[src/rtl/shnorm_pkg.sv]
// Shared widths, FSM state type and per-cycle shift-amount table for shift_normalize.
// Optional sign-normalize mode is enabled by defining SHNORM_SIGNED_EN.
package shnorm_pkg;

    localparam int DATA_W     = 32;
    localparam int CNT_W      = 6;
    localparam int NUM_STAGES = 5;

    typedef enum logic [1:0] {
        IDLE  = 2'd0,
        STAGE = 2'd1,
        DONE  = 2'd2
    } state_t;

    // Index 0 is applied first: 16, 8, 4, 2, 1.
    localparam logic [NUM_STAGES-1:0][CNT_W-1:0] STAGE_K = {
        6'd1, 6'd2, 6'd4, 6'd8, 6'd16
    };

endpackage

[src/rtl/shnorm_stage.sv]
// One normalize step: tests the top bits of the working value and shifts left by k when allowed.
// Mode 0 needs the top k bits clear; Mode 1 needs the top k+1 bits all equal (sign extension).
module shnorm_stage #(
    parameter int DATA_W = 32,
    parameter int CNT_W  = 6
) (
    input  logic [DATA_W-1:0] value_i,
    input  logic [CNT_W-1:0]  k_i,
    input  logic              mode_i,
    output logic [DATA_W-1:0] shifted_o,
    output logic              take_o
);

    logic [DATA_W-1:0] mask_k;
    logic [DATA_W-1:0] mask_k1;
    logic [DATA_W-1:0] top_k1;

    assign mask_k  = ~({DATA_W{1'b1}} >> k_i);
    assign mask_k1 = ~({DATA_W{1'b1}} >> (k_i + 1'b1));
    assign top_k1  = value_i & mask_k1;

    assign take_o    = mode_i ? ((top_k1 == '0) || (top_k1 == mask_k1))
                              : ((value_i & mask_k) == '0);
    assign shifted_o = value_i << k_i;

endmodule

[src/rtl/shift_normalize.sv]
// Multi-cycle left normalizer: five binary-search shift steps reuse one shnorm_stage.
// Define SHNORM_SIGNED_EN to add the Mode input (sign normalize); default build is leading-zero only.
module shift_normalize #(
    parameter int DATA_W = shnorm_pkg::DATA_W,
    parameter int CNT_W  = shnorm_pkg::CNT_W
) (
    input  logic              clk,
    input  logic              reset,
    input  logic              start,
    input  logic [DATA_W-1:0] A,
`ifdef SHNORM_SIGNED_EN
    input  logic              Mode,
`endif
    output logic              busy,
    output logic              done,
    output logic [DATA_W-1:0] S,
    output logic [CNT_W-1:0]  Cnt,
    output logic              Zero
);

    import shnorm_pkg::*;

    state_t            state_q, state_d;
    logic [DATA_W-1:0] val_q, val_d;
    logic [CNT_W-1:0]  wcnt_q, wcnt_d;
    logic [2:0]        idx_q, idx_d;
    logic              azero_q, azero_d;
    logic [DATA_W-1:0] s_q, s_d;
    logic [CNT_W-1:0]  cnt_q, cnt_d;
    logic              zero_q, zero_d;
    logic              stage_mode;

    logic [CNT_W-1:0]  stage_k;
    logic [DATA_W-1:0] stage_shifted;
    logic              stage_take;

`ifdef SHNORM_SIGNED_EN
    logic mode_q, mode_d;
    assign stage_mode = mode_q;
`else
    assign stage_mode = 1'b0;
`endif

    assign stage_k = STAGE_K[idx_q];

    shnorm_stage #(
        .DATA_W (DATA_W),
        .CNT_W  (CNT_W)
    ) u_stage (
        .value_i   (val_q),
        .k_i       (stage_k),
        .mode_i    (stage_mode),
        .shifted_o (stage_shifted),
        .take_o    (stage_take)
    );

    // NOTE: every signal gets its hold value first so no path through the case leaves it unassigned (no latch).
    always_comb begin
        state_d = state_q;
        val_d   = val_q;
        wcnt_d  = wcnt_q;
        idx_d   = idx_q;
        azero_d = azero_q;
        s_d     = s_q;
        cnt_d   = cnt_q;
        zero_d  = zero_q;
`ifdef SHNORM_SIGNED_EN
        mode_d  = mode_q;
`endif
        case (state_q)
            IDLE, DONE: begin
                state_d = IDLE;
                if (start) begin
                    state_d = STAGE;
                    val_d   = A;
                    wcnt_d  = '0;
                    idx_d   = '0;
                    azero_d = (A == '0);
`ifdef SHNORM_SIGNED_EN
                    mode_d  = Mode;
`endif
                end
            end
            STAGE: begin
                if (stage_take) begin
                    val_d  = stage_shifted;
                    wcnt_d = wcnt_q + stage_k;
                end
                idx_d = idx_q + 3'd1;
                if (idx_q == 3'(NUM_STAGES - 1)) begin
                    state_d = DONE;
                    idx_d   = '0;
                    s_d     = val_d;
                    zero_d  = azero_q;
                    // Leading-zero count of 0 is the full width; the step chain alone stops at 31.
                    cnt_d   = (azero_q && !stage_mode) ? CNT_W'(DATA_W) : wcnt_d;
                end
            end
            default: state_d = IDLE;
        endcase
    end

    // NOTE: state registers use non-blocking assignments so all flops update together at the edge.
    always_ff @(posedge clk or posedge reset) begin
        if (reset) begin
            state_q <= IDLE;
            val_q   <= '0;
            wcnt_q  <= '0;
            idx_q   <= '0;
            azero_q <= 1'b0;
            s_q     <= '0;
            cnt_q   <= '0;
            zero_q  <= 1'b0;
`ifdef SHNORM_SIGNED_EN
            mode_q  <= 1'b0;
`endif
        end else begin
            state_q <= state_d;
            val_q   <= val_d;
            wcnt_q  <= wcnt_d;
            idx_q   <= idx_d;
            azero_q <= azero_d;
            s_q     <= s_d;
            cnt_q   <= cnt_d;
            zero_q  <= zero_d;
`ifdef SHNORM_SIGNED_EN
            mode_q  <= mode_d;
`endif
        end
    end

    assign busy = (state_q == STAGE);
    assign done = (state_q == DONE);
    assign S    = s_q;
    assign Cnt  = cnt_q;
    assign Zero = zero_q;

endmodule

[config.mk]
export PLATFORM = sky130hd
export DESIGN_NAME = shift_normalize
export DESIGN_NICKNAME = d
export VERILOG_FILES = /design/src/rtl/shnorm_pkg.sv /design/src/rtl/shnorm_stage.sv /design/src/rtl/shift_normalize.sv
export SDC_FILE = /design/constraint.sdc
export NUM_CORES = 1
export LEC_CHECK = 0
export CORE_ASPECT_RATIO = 0.75
export CORE_MARGIN = 2
export CORE_UTILIZATION = 35
export DETAILED_ROUTE_END_ITERATION = 10
export GPL_TIMING_DRIVEN = 0
export PLACE_DENSITY = 0.64
export SYNTH_ARGS = -nofsm -noshare
export SYNTH_HDL_FRONTEND = slang
export SYNTH_SLANG_ARGS = --single-unit
[constraint.sdc]
create_clock -name clk -period 10.4 [get_ports clk]
set_clock_uncertainty 0.05 [all_clocks]
set_input_delay 2.08 -clock clk [delete_from_list [all_inputs] [get_ports clk]]
set_output_delay 2.08 -clock clk [all_outputs]
set_load 0.05 [all_outputs]
==> impl_metrics.toml <==
[outcome]
status = "finished, final reports clean"

[critical_path]
crit_chain = "inv_1, clkbuf_1, clkbuf_1, ha_1, buf_2, buf_2, clkbuf_1, clkbuf_1, buf_2, o21ai_0, a221oi_1, a211oi_1"
criticalPathCategory = "flip-flop to flip-flop"
critPathRequiredTime_ns = 10.55
end_kind = "flip-flop"
arrival_ns = 5.22
critPathTopFamily = "buffers and inverters"
cp_slowest_cell = "a221oi_1"
start_kind = "flip-flop"
path_max_fanout = 12
cpPeakStageDelay_ns = 0.62
cp_common_cell = "clkbuf_1"
cp_num_buf_inv = 8

[final_layout]
num-fill-cells = 1723
area_delta_synth_final_pct = 22.7
drive_gt1_share_pct = 9.39
nets = 850
num_antenna_cells = 0
instances_no_fill = 1045
fin_area_um2 = 7500

[pwr]
netSwitchingPower_mw = 1.73
powerDensity_nw_per_um2 = 413
cell_internal_pwr_mw = 1.37
p_leak_nw = 3.17
p_clk_share_pct = 11.1
vdd_drop_max_uv = 152
p_total_mw = 3.10
combPwrFrac_pct = 67.1
p_seq_share_pct = 21.8
swShare_pct = 55.9

[sta]
fin_crit_sh_pct = 48.7
worst_slew_pin_slew_ns = 1.22
fin_worst_hold_slack_ns = 0.416
rsz0062_at_grt = "no"
slew_violations = 0
setup_violations = 0
fin_crit_ns = 5.07
timing.final.hold_violations = 0
setup_tns_ns = 0
max_freq_ghz = 0.197
relSlewSlack_pct = 18.3

[floorplanning]
initial_core_util_pct = 36.0
core_um2 = 17000
die-width_um = 157
dieArea_um2 = 18600
die_height_um = 119
row_count = 41
pin_count = 76

[detailed_routing]
antenna_left = 0
first_iter_violations = 937
post_drt_wl_per_cell_um = 25.9
viasPerCell = 6.17
wl_um = 27000
drtPass1Iterations = 6
num_vias = 6446
route.detailed.drc = 0

[placement]
dpl_cell_area_um2 = 7190
placed_cells = 1029
hpwl_um = 20400
portBuffers = 75
place_congestion = 1.06

[min_path]
hp-class = "flip-flop to flip-flop"

[clock_tree]
htreeDepth = 3
holdBufCountCts = 0
insertion_delay_ns = 0.36
cts_sinks = 83
cts_buffer_depth = 2
cts_setup_buffers = 0
cts_tree = "done"
post_cts_resized = 0
clk_pin_slew_ns = 0.07
cts_root_buf = "clkbuf_16"
cts_made_buffers = 9

[synth]
synth_warnings = 0
synthFlopType = "dfrtp_1"
synth_seq_cells = 83
synth.most_common_cell = "nand2_1"
synth_xor_area_share_pct = 0.859
avgSynthCellArea_um2 = 8.53
synthesis.area_um2 = 6120
yosysTopAreaCellShare_pct = 33.9
synth_compound_area_share_pct = 21.6
netlist-cell-type-count = 66
synth-adder-area-share_pct = 2.41
ys_async_sr_fraction_pct = 100
synth_top_area_cell = "dfrtp_1"
synth_top_family_by_area = "compound AO/OA/AOI/OAI gates"
synthMuxAreaShare_pct = 15.5
synth_cells = 717
synth.net_count = 763
yosysSeqAreaShare_pct = 33.9
synth-simple-area-share_pct = 19.4
synthTopCellsByArea = "dfrtp_1 34%, mux2i_1 8.7%, nand2_1 7.6%, o21ai_0 4.3%, mux4_2 3.7%"
synth_edf_count = 0
yosys-top-cells-count = "124 x nand2_1, 83 x dfrtp_1, 53 x mux2i_1"

[grt]
grt_max_degree = 51
use_met3_pct = 9.61
grt_pass1_vias = 6076
grt_pass1_wl_um = 40500
grtUsageMet1_pct = 43.9
antenna_found_initial = 0
use_met2_pct = 40.4
groute.usage.overall_pct = 29.7
grt_busiest_layer = "met1"
overflow = 0

[run]
maxCapViolCount = 0
-- placed cells by master (no fill, tap or decap), drive strengths merged, types with 13 or more instances in the layout --
cell type and instances:
clkbuf 45, mux2 17, nor3 14, o21ai 52, nand2b 13, dfrtp 83, a32oi 16, inv 30
buf 28, nand3 20, nand2 124, nor2 41, mux2i 53, clkdlybuf4s50 75, a21oi 30
-- cell families (layout without fill, tap and decap cells) --
| kind of cell | after synthesis | count (layout) |
|---|---|---|
| mux | 80 | 80 |
| flops | 83 | 83 |
| buf+inv | 91 | 183 |
| fa+ha+maj | 12 | 12 |
| compound gates | 188 | 188 |
| xor+xnor | 6 | 6 |
| simple gates | 257 | 257 |
-- stage by stage --
step	utilization [%]	setup slack, ns
after floorplan	-	6.13
after global placement	42.2	4.64
after detailed placement	42.4	5.53
after CTS	44.2	5.49
after global routing	44.2	5.17
final	44.2	5.33
-- worst register-to-register path, cell delays in order, from the launching register on --
cell and delay [ns]:
dfrtp_1 0.41, inv_1 0.10, clkbuf_1 0.53, clkbuf_1 0.55, ha_1 0.24, buf_2 0.23, buf_2 0.39, clkbuf_1 0.50
clkbuf_1 0.51, buf_2 0.41, o21ai_0 0.23, a221oi_1 0.62, a211oi_1 0.13
-- power by group through the flow --
stage	Clock, mW	Sequential (mW)	Combinational [mW]
finish	0.345	0.675	2.08
global route	0.362	0.685	2.19
CTS	0.350	0.660	2.02
detailed placement	0	0.665	2.02
global placement	0	0.669	2.04
floorplan	0	0.817	1.13
-- registers in the layout (all words and copies together) (netlist names) --
name / cells
state_q: 2
azero_q: 1
Zero: 1
S: 32
idx_q: 3
val_q: 32
wcnt_q: 6
Cnt: 6
-- final timing paths --
path	startpoint	to	slack (ns)	cells after the start
max in group asynchronous	reset	val_q[9]	7.63	3
hold reg to reg	S[11]	S[11]	0.42	2
setup reg to reg	idx_q[2]	val_q[6]	5.33	12
hold / removal	S[11]	S[11]	0.42	2
setup / recovery	idx_q[2]	val_q[6]	5.33	12
min in group asynchronous	reset	S[25]	2.04	2
-- layer usage --
metal,vias to the layer above,wire length (µm)
met1,3134,12100
met3,77,3240
met2,428,10800
li1,2807,-
met4,0,927
met5,-,0
-- cell type report --
class	instances	area, µm²	share of cell area, %
buffer	62	279	3.72
clock buffer	10	239	3.18
clock inverter	6	71.3	0.950
inverter	29	111	1.48
multi-input combinational	543	3650	48.7
sequential	83	2080	27.7
tap	236	295	3.93
timing repair buffer	76	778	10.4
(Power assumes the default switching activity.)
